`src/rtl/fragment_test_pkg.sv`:
```
// Shared definitions for the multi-lane fragment test stage: compare codes,
// colour channel positions, depth clamp and compare helpers.
package fragment_test_pkg;

  typedef enum logic [2:0] {
    CMP_ALWAYS   = 3'd0,
    CMP_NEVER    = 3'd1,
    CMP_LESS     = 3'd2,
    CMP_EQUAL    = 3'd3,
    CMP_LEQUAL   = 3'd4,
    CMP_GREATER  = 3'd5,
    CMP_NOTEQUAL = 3'd6,
    CMP_GEQUAL   = 3'd7
  } cmpFunc_t;

  // Channel slot inside a colour word; alpha occupies the top bits.
  localparam int CH_R         = 0;
  localparam int CH_G         = 1;
  localparam int CH_B         = 2;
  localparam int CH_A         = 3;
  localparam int NUM_CHANNELS = 4;

  // Negative depths go to zero, anything at or above 1.0 saturates to all ones.
  function automatic logic [31:0] clampDepth(input logic [31:0] depth, input int unsigned width);
    logic [31:0] maxVal;
    maxVal = (32'd1 << width) - 32'd1;
    if (depth[31]) begin
      return 32'd0;
    end
    if ((depth & ~maxVal) != 32'd0) begin
      return maxVal;
    end
    return depth;
  endfunction

  function automatic logic compareFunc(input logic [2:0] func, input logic [31:0] a, input logic [31:0] b);
    logic result;
    result = 1'b0;
    case (cmpFunc_t'(func))
      CMP_ALWAYS:   result = 1'b1;
      CMP_NEVER:    result = 1'b0;
      CMP_LESS:     result = (a < b);
      CMP_EQUAL:    result = (a == b);
      CMP_LEQUAL:   result = (a <= b);
      CMP_GREATER:  result = (a > b);
      CMP_NOTEQUAL: result = (a != b);
      CMP_GEQUAL:   result = (a >= b);
      default:      result = 1'b0;
    endcase
    return result;
  endfunction

endpackage

```
`src/rtl/fragment_test_lane.sv`:
```
// One fragment lane: depth clamp, alpha and depth tests feeding S1, plus the
// per-channel colour merge that feeds S2. Purely combinational.
module fragment_test_lane
  import fragment_test_pkg::*;
#(
  parameter int SUB_PIXEL_WIDTH = 8,
  parameter int DEPTH_WIDTH     = 16
) (
  input  logic                                  i_keep,
  input  logic [NUM_CHANNELS*SUB_PIXEL_WIDTH-1:0] i_color,
  input  logic [31:0]                           i_depth,
  input  logic [DEPTH_WIDTH-1:0]                i_fbDepth,
  input  logic                                  i_depthTestEnable,
  input  logic [2:0]                            i_depthFunc,
  input  logic                                  i_alphaTestEnable,
  input  logic [2:0]                            i_alphaFunc,
  input  logic [SUB_PIXEL_WIDTH-1:0]            i_alphaRef,
  output logic                                  o_pass,
  output logic [DEPTH_WIDTH-1:0]                o_clampedDepth,
  input  logic [3:0]                            i_colorMask,
  input  logic [NUM_CHANNELS*SUB_PIXEL_WIDTH-1:0] i_mergeFragColor,
  input  logic [NUM_CHANNELS*SUB_PIXEL_WIDTH-1:0] i_mergeFbColor,
  output logic [NUM_CHANNELS*SUB_PIXEL_WIDTH-1:0] o_mergedColor
);

  logic [31:0]                w_clamped;
  logic [SUB_PIXEL_WIDTH-1:0] w_alpha;
  logic                       w_alphaPass;
  logic                       w_depthPass;

  always_comb begin
    w_clamped      = clampDepth(i_depth, DEPTH_WIDTH);
    w_alpha        = i_color[CH_A*SUB_PIXEL_WIDTH +: SUB_PIXEL_WIDTH];
    w_alphaPass    = !i_alphaTestEnable || compareFunc(i_alphaFunc, 32'(w_alpha), 32'(i_alphaRef));
    w_depthPass    = !i_depthTestEnable || compareFunc(i_depthFunc, w_clamped, 32'(i_fbDepth));
    o_pass         = i_keep && w_alphaPass && w_depthPass;
    o_clampedDepth = i_keep ? w_clamped[DEPTH_WIDTH-1:0] : '0;
  end

  // Mask bit 3 selects red, bit 0 alpha, so channel c uses bit (3 - c).
  always_comb begin
    o_mergedColor = '0;
    for (int c = 0; c < NUM_CHANNELS; c++) begin
      o_mergedColor[c*SUB_PIXEL_WIDTH +: SUB_PIXEL_WIDTH] = i_colorMask[NUM_CHANNELS-1-c]
        ? i_mergeFragColor[c*SUB_PIXEL_WIDTH +: SUB_PIXEL_WIDTH]
        : i_mergeFbColor[c*SUB_PIXEL_WIDTH +: SUB_PIXEL_WIDTH];
    end
  end

endmodule

```
`src/rtl/fragment_test_lanes.sv`:
```
// Multi-lane fragment test stage with a two-register AXI-Stream pipeline.
// Define FRAGMENT_TEST_STATS_EN to add the statProcessed/statPassed counters.
module fragment_test_lanes
  import fragment_test_pkg::*;
#(
  parameter int LANES           = 2,
  parameter int SUB_PIXEL_WIDTH = 8,
  parameter int DEPTH_WIDTH     = 16,
  parameter int INDEX_WIDTH     = 14
) (
  input  logic                                          aclk,
  input  logic                                          reset,
  input  logic                                          confDepthTestEnable,
  input  logic [2:0]                                    confDepthFunc,
  input  logic                                          confAlphaTestEnable,
  input  logic [2:0]                                    confAlphaFunc,
  input  logic [SUB_PIXEL_WIDTH-1:0]                    confAlphaRef,
  input  logic [3:0]                                    confColorMask,
  input  logic                                          confDepthMask,
  input  logic                                          s_frag_tvalid,
  output logic                                          s_frag_tready,
  input  logic                                          s_frag_tlast,
  input  logic [LANES-1:0]                              s_frag_tkeep,
  input  logic [LANES*INDEX_WIDTH-1:0]                  s_frag_tindex,
  input  logic [LANES*NUM_CHANNELS*SUB_PIXEL_WIDTH-1:0] s_frag_tcolor,
  input  logic [LANES*32-1:0]                           s_frag_tdepth,
  input  logic [LANES*NUM_CHANNELS*SUB_PIXEL_WIDTH-1:0] s_frag_color_tdata,
  input  logic [LANES*DEPTH_WIDTH-1:0]                  s_frag_depth_tdata,
  output logic                                          m_frag_tvalid,
  input  logic                                          m_frag_tready,
  output logic                                          m_frag_tlast,
  output logic [LANES*INDEX_WIDTH-1:0]                  m_frag_taddr,
  output logic [LANES*NUM_CHANNELS*SUB_PIXEL_WIDTH-1:0] m_frag_color_tdata,
  output logic [LANES-1:0]                              m_frag_color_tstrb,
  output logic [LANES*DEPTH_WIDTH-1:0]                  m_frag_depth_tdata,
  output logic [LANES-1:0]                              m_frag_depth_tstrb,
  output logic                                          fragmentProcessed
`ifdef FRAGMENT_TEST_STATS_EN
  ,
  output logic [31:0]                                   statProcessed,
  output logic [31:0]                                   statPassed
`endif
);

  localparam int CW = NUM_CHANNELS * SUB_PIXEL_WIDTH;

  logic                         w_ce;
  logic                         w_s1Load;
  logic [LANES-1:0]             w_pass;
  logic [LANES*DEPTH_WIDTH-1:0] w_clampedDepth;
  logic [LANES*INDEX_WIDTH-1:0] w_keptIndex;
  logic [LANES*CW-1:0]          w_keptColor;
  logic [LANES*CW-1:0]          w_keptFbColor;
  logic [LANES*CW-1:0]          w_mergedColor;

  logic                         r_s1Valid;
  logic                         r_s1Last;
  logic [LANES-1:0]             r_s1Pass;
  logic [LANES*INDEX_WIDTH-1:0] r_s1Addr;
  logic [LANES*CW-1:0]          r_s1Color;
  logic [LANES*CW-1:0]          r_s1FbColor;
  logic [LANES*DEPTH_WIDTH-1:0] r_s1Depth;
  logic [3:0]                   r_s1ColorMask;
  logic                         r_s1DepthWrite;

  logic                         r_s2Valid;
  logic                         r_s2Last;
  logic [LANES*INDEX_WIDTH-1:0] r_s2Addr;
  logic [LANES*CW-1:0]          r_s2Color;
  logic [LANES-1:0]             r_s2ColorStrb;
  logic [LANES*DEPTH_WIDTH-1:0] r_s2Depth;
  logic [LANES-1:0]             r_s2DepthStrb;

  // S1 may refill a bubble even while S2 is stalled downstream.
  assign w_ce          = !r_s2Valid || m_frag_tready;
  assign w_s1Load      = !r_s1Valid || w_ce;
  assign s_frag_tready = w_s1Load;

  for (genvar i = 0; i < LANES; i++) begin : g_lane
    assign w_keptIndex[i*INDEX_WIDTH +: INDEX_WIDTH] = s_frag_tkeep[i] ? s_frag_tindex[i*INDEX_WIDTH +: INDEX_WIDTH] : '0;
    assign w_keptColor[i*CW +: CW]   = s_frag_tkeep[i] ? s_frag_tcolor[i*CW +: CW] : '0;
    assign w_keptFbColor[i*CW +: CW] = s_frag_tkeep[i] ? s_frag_color_tdata[i*CW +: CW] : '0;

    fragment_test_lane #(
      .SUB_PIXEL_WIDTH(SUB_PIXEL_WIDTH),
      .DEPTH_WIDTH    (DEPTH_WIDTH)
    ) u_lane (
      .i_keep           (s_frag_tkeep[i]),
      .i_color          (s_frag_tcolor[i*CW +: CW]),
      .i_depth          (s_frag_tdepth[i*32 +: 32]),
      .i_fbDepth        (s_frag_depth_tdata[i*DEPTH_WIDTH +: DEPTH_WIDTH]),
      .i_depthTestEnable(confDepthTestEnable),
      .i_depthFunc      (confDepthFunc),
      .i_alphaTestEnable(confAlphaTestEnable),
      .i_alphaFunc      (confAlphaFunc),
      .i_alphaRef       (confAlphaRef),
      .o_pass           (w_pass[i]),
      .o_clampedDepth   (w_clampedDepth[i*DEPTH_WIDTH +: DEPTH_WIDTH]),
      .i_colorMask      (r_s1ColorMask),
      .i_mergeFragColor (r_s1Color[i*CW +: CW]),
      .i_mergeFbColor   (r_s1FbColor[i*CW +: CW]),
      .o_mergedColor    (w_mergedColor[i*CW +: CW])
    );
  end

  always_ff @(posedge aclk or posedge reset) begin
    if (reset) begin
      r_s1Valid      <= 1'b0;
      r_s1Last       <= 1'b0;
      r_s1Pass       <= '0;
      r_s1Addr       <= '0;
      r_s1Color      <= '0;
      r_s1FbColor    <= '0;
      r_s1Depth      <= '0;
      r_s1ColorMask  <= '0;
      r_s1DepthWrite <= 1'b0;
    end else if (w_s1Load) begin
      r_s1Valid      <= s_frag_tvalid;
      r_s1Last       <= s_frag_tlast;
      r_s1Pass       <= w_pass;
      r_s1Addr       <= w_keptIndex;
      r_s1Color      <= w_keptColor;
      r_s1FbColor    <= w_keptFbColor;
      r_s1Depth      <= w_clampedDepth;
      r_s1ColorMask  <= confColorMask;
      r_s1DepthWrite <= confDepthMask && confDepthTestEnable;
    end
  end

  always_ff @(posedge aclk or posedge reset) begin
    if (reset) begin
      r_s2Valid     <= 1'b0;
      r_s2Last      <= 1'b0;
      r_s2Addr      <= '0;
      r_s2Color     <= '0;
      r_s2ColorStrb <= '0;
      r_s2Depth     <= '0;
      r_s2DepthStrb <= '0;
    end else if (w_ce) begin
      r_s2Valid     <= r_s1Valid;
      r_s2Last      <= r_s1Valid && r_s1Last;
      r_s2Addr      <= r_s1Addr;
      r_s2Color     <= w_mergedColor;
      r_s2ColorStrb <= r_s1Pass & {LANES{r_s1Valid && (|r_s1ColorMask)}};
      r_s2Depth     <= r_s1Depth;
      r_s2DepthStrb <= r_s1Pass & {LANES{r_s1Valid && r_s1DepthWrite}};
    end
  end

  assign m_frag_tvalid      = r_s2Valid;
  assign m_frag_tlast       = r_s2Last;
  assign m_frag_taddr       = r_s2Addr;
  assign m_frag_color_tdata = r_s2Color;
  assign m_frag_color_tstrb = r_s2ColorStrb;
  assign m_frag_depth_tdata = r_s2Depth;
  assign m_frag_depth_tstrb = r_s2DepthStrb;
  assign fragmentProcessed  = r_s2Valid && m_frag_tready;

`ifdef FRAGMENT_TEST_STATS_EN
  logic [LANES-1:0] r_s1Keep;
  logic [LANES-1:0] r_s2Keep;
  logic [LANES-1:0] r_s2Pass;

  // Keep and pass masks follow the beat so the counters see what leaves S2.
  always_ff @(posedge aclk or posedge reset) begin
    if (reset) begin
      r_s1Keep      <= '0;
      r_s2Keep      <= '0;
      r_s2Pass      <= '0;
      statProcessed <= '0;
      statPassed    <= '0;
    end else begin
      if (w_s1Load) begin
        r_s1Keep <= s_frag_tkeep;
      end
      if (w_ce) begin
        r_s2Keep <= r_s1Keep;
        r_s2Pass <= r_s1Pass;
      end
      if (fragmentProcessed) begin
        statProcessed <= statProcessed + 32'($countones(r_s2Keep));
        statPassed    <= statPassed + 32'($countones(r_s2Pass));
      end
    end
  end
`endif

endmodule
```
`config.mk`:
```
export PLATFORM = sky130hd
export DESIGN_NAME = fragment_test_lanes
export DESIGN_NICKNAME = d
export VERILOG_FILES = /design/src/rtl/fragment_test_pkg.sv /design/src/rtl/fragment_test_lane.sv /design/src/rtl/fragment_test_lanes.sv
export SDC_FILE = /design/constraint.sdc
export NUM_CORES = 1
export LEC_CHECK = 0
export CAP_MARGIN = 30
export CORE_ASPECT_RATIO = 0.6
export CORE_MARGIN = 8
export CORE_UTILIZATION = 45
export DETAILED_ROUTE_END_ITERATION = 6
export PLACE_DENSITY = 0.76
export SLEW_MARGIN = 20
export SYNTH_ARGS = -nofsm -noshare
export SYNTH_HDL_FRONTEND = slang
export SYNTH_SLANG_ARGS = --single-unit
```
`constraint.sdc`:
```
create_clock -name aclk -period 12.6 [get_ports aclk]
set_clock_uncertainty 0.2 [all_clocks]
set_input_delay 2.52 -clock aclk [delete_from_list [all_inputs] [get_ports aclk]]
set_output_delay 2.52 -clock aclk [all_outputs]
set_load 0.01 [all_outputs]
```
* Word level (Yosys, flattened, before mapping)
Cells that the tools add are included.
** Operators by class
- Order comparisons :: 16
- Equal/unequal tests :: 22
- Muxes and demuxes :: 34
- Bitwise gates (word level) :: 2
- Reductions and logical operators :: 24
** Operator list (number)
- 2-to-1 mux 32 bit :: 12
- equality test 32 x 16 -> 1 bit :: 2
- >= comparator 32 x 16 -> 1 bit :: 2
- > comparator 32 x 16 -> 1 bit :: 2
- <= comparator 32 x 16 -> 1 bit :: 2
- < comparator 32 x 16 -> 1 bit :: 2
- 2-to-1 mux 8 bit :: 8
- inequality test 32 x 16 -> 1 bit :: 2
- nonzero test 32 bit :: 2
- 2-to-1 mux 16 bit :: 2
- one-hot mux 1 bit (8 select lines) :: 4
- 2-to-1 mux 14 bit :: 2
- equality test 3 bit (second input constant) :: 8
- equality test 8 bit :: 2
- >= comparator 8 bit :: 2
- > comparator 8 bit :: 2
- <= comparator 8 bit :: 2
- < comparator 8 bit :: 2
- inequality test 8 bit :: 2
- equality test 3 x 2 -> 1 bit (second input constant) :: 4
- logical AND 1 bit :: 9
- equality test 3 x 1 -> 1 bit (second input constant) :: 2
- logical NOT 3 bit :: 2
- logical OR 1 bit :: 6
- 4 further kinds :: 13
** Word-level totals
- Register bits after elaboration :: 327
- Bits of input ports :: 280

* Depth between registers and ports, before layout
Gate-level depths: netlist of run 1.
- Depth after elaboration :: 9
- Mapped depth :: 13
- Mapped depth without buffers :: 11

* By module
A second synthesis of run 1 with hierarchy kept.
** Unflattened totals
- Cells, all modules :: 1438
- Area, all modules :: 16095.4 um^2
** Modules (own cells, without submodules)
- fragment_test_lanes :: instances 1, cells each 1038, area an instance 13332.8 um^2, seq. area each 8182.8 um^2
- fragment_test_lane :: instances 2, cells each 200, area an instance 1381.3 um^2, seq. area each 0.0 um^2

* Worst setup path after synthesis of run 1
Ideal clock, no wire load.
- Path type :: input-to-output
- Start :: input m_frag_tready
- End :: output s_frag_tready
- Arrival :: 3.019 ns
- Setup slack :: 6.861 ns
- Stages on the path :: 4
- Cells stage by stage :: and3b_1 -> buf_4 -> buf_6 -> inv_4
** Between the ends
- Word-level cells in the longest chain between the ends :: 2
** RTL lines
- start, declared :: RTL line fragment_test_lanes.sv:30 : input logic m_frag_tready,
- logical OR 1 bit :: RTL line fragment_test_lanes.sv:75 : assign w_ce = !r_s2Valid || m_frag_tready;
- logical OR 1 bit :: RTL line fragment_test_lanes.sv:76 : assign w_s1Load = !r_s1Valid || w_ce;
- end, declared :: RTL line fragment_test_lanes.sv:21 : output logic s_frag_tready,
No other way between the ends.

* Final worst setup path of run 1
Same ends and word-level chain as after synthesis.

==> flow_summary.json, run 1 <==
{
  "finalHoldViolations": 0,
  "layout.nets": 2222,
  "avgSynthCellArea_um2": 9.64,
  "grt_pass1_wl_mm": 68.7,
  "cellLeakagePower_nw": 9.05,
  "coreArea_mm2": 0.0324,
  "post-route-period-util": 0.565,
  "cts_sinks": 327,
  "gr-total-overflow": 0,
  "cp_slowest_cell": "and3b_4",
  "crit_chain": "clkdlybuf4s50_1 -> and3b_4 -> inv_4 -> clkdlybuf4s50_1",
  "finalMaxSlewViolations": 0,
  "irDropWorstVdd_mv": 0.104,
  "die_h_um": 156,
  "cts_tree": "done",
  "design_area_mm2": 0.0202,
  "worst_slack_ps": 5480,
  "synthDistinctLibCells": 47,
  "cts_root_buffer": "clkbuf_16",
  "synth_largest_type_area_fraction": 0.553,
  "final_common_cell": "nand2_1",
  "setup_viol": 0,
  "postSynthCellCount": 1533,
  "critPathKind": "primary input to output port",
  "drive_gt1_frac": 0.0731,
  "die_area_mm2": 0.0391,
  "power_density_mw_per_mm2": 133,
  "worst_slew_pin_slew_ps": 971,
  "ys.flop_type": "dfrtp_1",
  "final_cell_mix": "nand2_1, clkdlybuf4s50_1, dfrtp_1",
  "worstPathRequired_ps": 9880,
  "drt_first_pass_iters": 5,
  "antenna_found_initial": 5,
  "start_util": 0.456,
  "wl_mm": 44.2,
  "drt-initial-drc-count": 725,
  "drv_cap": 0,
  "ant_nets": 0,
  "r2r_setup_slack_ps": 9450,
  "status": "completed",
  "layout.cells.non_filler": 2343,
  "io_pins": 412,
  "place_congestion": 0.866,
  "ys_seq_area_frac": 0.553,
  "synth_edf_count": 0,
  "vias": 12136,
  "ff2ff_path_depth": 6,
  "max_stage_delay_ps": 690,
  "fin_setup_tns_ps": 0,
  "max_slew_margin": 0.353,
  "port-buffer-count": 411,
  "end_kind": "output port",
  "postCtsSetupBuffers": 0,
  "hpwl_mm": 32.2,
  "post-route-drc-count": 0,
  "postSynth.asyncResetShare": 1.00,
  "endpoint": "s_frag_tready",
  "die_w_um": 250,
  "clk_latency_ps": 560,
  "fin_crit_ps": 7120,
  "rows": 51,
  "cts_buffers": 31,
  "grt_start_max_net_pins": 123,
  "r2r-end": "r_s1Depth[23]",
  "grt_usage": 0.218,
  "dp.cells": 2283,
  "synth_top_cell_by_area": "dfrtp_1",
  "clk_pin_slew_ps": 60,
  "synth_fp_nets": 1861,
  "hp-class": "flip-flop to flip-flop",
  "synthTopCellsByArea": "dfrtp_1, nand2_1, o21ai_0, mux2_2, mux2i_1",
  "postCtsHoldBufs": 0,
  "cts_resized": 0,
  "wl_per_cell_um": 18.9,
  "critPathLaunchType": "primary input",
  "num-fill-cells": 2709,
  "crit_arrival_ps": 4400,
  "worstHoldStart": "r_s1Depth[12]",
  "vias_per_cell": 5.18,
  "yosys_warnings": 0,
  "grt_pass1_vias": 12408,
  "syn2layout_area_growth_pct": 37.0,
  "synth-seq-cells": 327,
  "cpMostUsedCell": "clkdlybuf4s50_1",
  "clk_path_buf_depth": 3,
  "cp-startpoint": "m_frag_tready",
  "timing.fmax_mhz": 140,
  "pre_cts_slack_ps": 5460,
  "crit_fanout": 39,
  "htree_levels": 1,
  "place_area_mm2": 0.0192,
  "synth_area_mm2": 0.0148,
  "rsz0062_at_grt": "no",
  "worstReg2RegStart": "r_s1Valid"
}
==> critical path, delay by kind of cell <==
family,cells,cell delay [ps]
buf+inv,3,1170
simple gates,1,690
==> synth_stat cells (6+ instances only) <==
| library cell | number |
|---|---|
| inv_1 | 41 |
| o31ai_1 | 15 |
| ha_1 | 48 |
| nand2_1 | 437 |
| dfrtp_1 | 327 |
| a21oi_1 | 18 |
| mux2i_1 | 66 |
| a21o_1 | 6 |
| mux2_2 | 62 |
| nor4_1 | 8 |
| nor2_1 | 74 |
| o21ai_0 | 247 |
| nand4_1 | 14 |
| clkbuf_1 | 62 |
| buf_2 | 37 |
| nor2b_1 | 7 |
==> report_power, final <==
group          switching (mW)  total, mW  leakage (nW)  internal [mW]
registers              0.0689       1.23          4.23           1.16
logic                   0.240      0.511          4.31          0.272
clock network           0.399      0.949         0.504          0.551
==> layout make-up <==
cell class | instances | area [µm²] | area share
Multi-Input combinational cell | 1063 | 6020 | 0.297
Inverter | 42 | 168 | 0.00828
Clock inverter | 15 | 188 | 0.00927
Timing Repair Buffer | 429 | 4320 | 0.213
Tap cell | 424 | 531 | 0.0262
Clock buffer | 40 | 840 | 0.0415
Sequential cell | 327 | 8180 | 0.404
Antenna cell | 3 | 7.51 | 0.000371
==> per-layer routing <==
metal | wire length [µm] | vias to the layer above | GRT usage
li1 | - | 5877 | -
met1 | 19000 | 5864 | 0.274
met2 | 21200 | 310 | 0.367
met3 | 2750 | 81 | 0.0561
met4 | 1210 | 4 | 0.0685
met5 | 21 | - | 0
==> kinds of logic (layout without fill, tap and decap cells) <==
family / count (synthesis) / in the layout / share of synthesized area
buffers and inverters: 143 / 526 / 0.0404
adder cells (fa/ha/maj): 48 / 48 / 0.0406
XOR/XNOR: 1 / 1 / 0.000593
AND/OR/NAND/NOR: 569 / 569 / 0.156
multiplexers: 128 / 128 / 0.0919
flip-flops: 327 / 327 / 0.553
AO/OA/AOI/OAI: 317 / 317 / 0.117
other: 0 / 3 / 0
==> how the worst min path moves through the flow <==
| stage | endpoint | cells after the start | slack, ps |
|---|---|---|---|
| 2_1_floorplan | r_s1Last | 2 | 240 |
| 3_3_place_gp | r_s1Addr[11] | 2 | 260 |
| 3_5_place_dp | r_s1Depth[4] | 2 | 260 |
| 4_1_cts | r_s1Depth[4] | 2 | 280 |
| 5_1_grt | m_frag_color_tdata[51] | 2 | 300 |
| 6_report | r_s1Depth[12] | 2 | 270 |
==> registers in the layout, indices dropped and copies added (netlist names) <==
register            flops
r_s1Depth              32
r_s1Valid               1
r_s1Last                1
m_frag_tvalid           1
m_frag_color_tstrb      2
r_s1FbColor            64
r_s1DepthWrite          1
r_s1Pass                2
m_frag_taddr           28
r_s1Color              64
m_frag_depth_tdata     32
r_s1Addr               28
r_s1ColorMask           4
m_frag_color_tdata     64
m_frag_depth_tstrb      2
m_frag_tlast            1
==> stage by stage <==
| stage | util | total power [mW] | hold WS [ps] |
|---|---|---|---|
| after floorplan | - | 1.47 | 239 |
| after global placement | 0.589 | 1.74 | 257 |
| after detailed placement | 0.591 | 1.76 | 262 |
| after CTS | 0.623 | 2.72 | 277 |
| after global routing | 0.625 | 2.81 | 295 |
| final | 0.625 | 2.69 | 273 |
Power figures use the tool's default switching activity.
==> run 2, diff against run 1 <==
Clock period 12.6 ns to 7.4 ns, I/O delays scaled along.
==> flow_summary.json, run 2 (same netlist as run 1, synthesis figures left out) <==
{
  "ant_nets": 0,
  "fin_setup_tns_ps": 0,
  "start_util": 0.456,
  "cts_resized": 0,
  "grt_start_max_net_pins": 170,
  "wl_mm": 45.3,
  "vias_per_cell": 5.19,
  "finalHoldViolations": 0,
  "post-route-drc-count": 0,
  "drv_cap": 0,
  "cts_root_buffer": "clkbuf_16",
  "cellLeakagePower_nw": 9.08,
  "final_common_cell": "nand2_1",
  "max_slew_margin": 0.350,
  "worst_slack_ps": 2190,
  "cts_tree": "done",
  "hpwl_mm": 32.8,
  "fin_crit_ps": 5210,
  "die_h_um": 156,
  "status": "completed",
  "clk_pin_slew_ps": 60,
  "crit_fanout": 18,
  "grt_pass1_wl_mm": 71.0,
  "place_congestion": 0.847,
  "hold_slack_ps": 274,
  "cpMostUsedCell": "nor2_1",
  "dp.cells": 2279,
  "rsz0062_at_grt": "no",
  "worstPathRequired_ps": 7590,
  "crit_chain": "clkdlybuf4s50_1 -> nor4_1 -> nand4_1 -> nor2_1 -> nor2_1 -> ha_1 -> nand4_1 -> nor4_4 -> nor2_1 -> a211o_1 -> a21oi_1 -> a31oi_1",
  "drt-initial-drc-count": 760,
  "postCtsSetupBuffers": 0,
  "crit_family": "simple AND/OR/NAND/NOR gates",
  "die_area_mm2": 0.0391,
  "wl_per_cell_um": 19.3,
  "final_cell_mix": "nand2_1, clkdlybuf4s50_1, dfrtp_1",
  "critPathBufInv": 1,
  "critPathKind": "primary input to flip-flop",
  "clk_path_buf_depth": 3,
  "die_w_um": 250,
  "coreArea_mm2": 0.0324,
  "htree_levels": 2,
  "grt_usage": 0.228,
  "post-route-period-util": 0.704,
  "irDropWorstVdd_mv": 0.163,
  "cts_buffers": 34,
  "layout.nets": 2220,
  "vias": 12181,
  "grt_pass1_vias": 12576,
  "setup_viol": 0,
  "layout.cells.non_filler": 2345,
  "drt_first_pass_iters": 5,
  "postCtsHoldBufs": 0,
  "critPathLaunchType": "primary input",
  "timing.fmax_mhz": 192,
  "rows": 51,
  "gr-total-overflow": 0,
  "crit_arrival_ps": 5400,
  "finalMaxSlewViolations": 0,
  "pre_cts_slack_ps": 1790,
  "max_stage_delay_ps": 780,
  "worst_slew_pin_slew_ps": 976,
  "power_density_mw_per_mm2": 234,
  "port-buffer-count": 411,
  "end_kind": "flip-flop",
  "clk_latency_ps": 520,
  "drive_gt1_frac": 0.0756,
  "hp-class": "flip-flop to flip-flop",
  "cts_sinks": 327,
  "syn2layout_area_growth_pct": 37.5,
  "power_mw": 4.76,
  "antenna_found_initial": 7,
  "cp_slowest_cell": "clkdlybuf4s50_1",
  "io_pins": 412
}
run 2: changes by cell type in the layout (fill, tap and decap cells not counted), sizes merged:
cell | before | now
diode | 3 | 4
inv | 43 | 42
clkinvlp | 2 | 4
clkdlybuf4s50 | 409 | 408
clkinv | 8 | 9
buf | 20 | 16
clkbuf | 40 | 44
run 2: through the flow:
| stage | utilization | area, µm² |
|---|---|---|
| detailed placement | 0.590 | 19100 |
| finish | 0.627 | 20300 |
| CTS | 0.626 | 20300 |
| floorplan | - | 14800 |
| global placement | 0.590 | 19100 |
| global route | 0.627 | 20300 |
run 2: worst paths after layout:
check / slack [ps] / to / from / cells after the start
max: 2190 / r_s1Pass[1] / s_frag_tdepth[63] / 12
min: 270 / r_s1Depth[8] / r_s1Depth[8] / 2
max reg2reg: 4820 / r_s1Pass[0] / r_s1Valid / 6
min reg2reg: 270 / r_s1Depth[8] / r_s1Depth[8] / 2
max in group asynchronous: 4560 / m_frag_depth_tdata[23] / reset / 3
min in group asynchronous: 1160 / m_frag_depth_tstrb[0] / reset / 2
run 2: layout make-up:
| type | count | area [µm²] |
|---|---|---|
| flip-flops and latches | 327 | 8180 |
| well taps | 424 | 531 |
| repair buffers | 424 | 4250 |
| clock inverters | 17 | 208 |
| multi-input cells | 1063 | 6020 |
| clock buffers | 44 | 960 |
| inverters | 42 | 164 |
| fillers | 2602 | 12100 |
| diodes | 4 | 10.0 |
run 2: metal layers:
layer | vias up | global-route usage | routed length, µm | part of all wire
met5 | - | 0 | 32 | 0.00071
met4 | 6 | 0.0765 | 1410 | 0.031
met3 | 96 | 0.0701 | 3400 | 0.075
met2 | 369 | 0.366 | 21000 | 0.46
met1 | 5838 | 0.293 | 19400 | 0.43
li1 | 5872 | - | - | -
run 2: worst register-to-register path: stages (launching register included):
cell	delay [ps]
dfrtp_1	480
and3b_4	630
nand2b_1	730
nor2_1	60
o21ai_0	100
o31a_1	180
a31oi_1	50
run 2: report_power, final:
part           leakage (nW)  switching, mW  internal [mW]
logic                  4.27          0.418          0.458
registers              4.23          0.111           1.98
clock network         0.569          0.728           1.06
total                  9.08           1.26           3.50
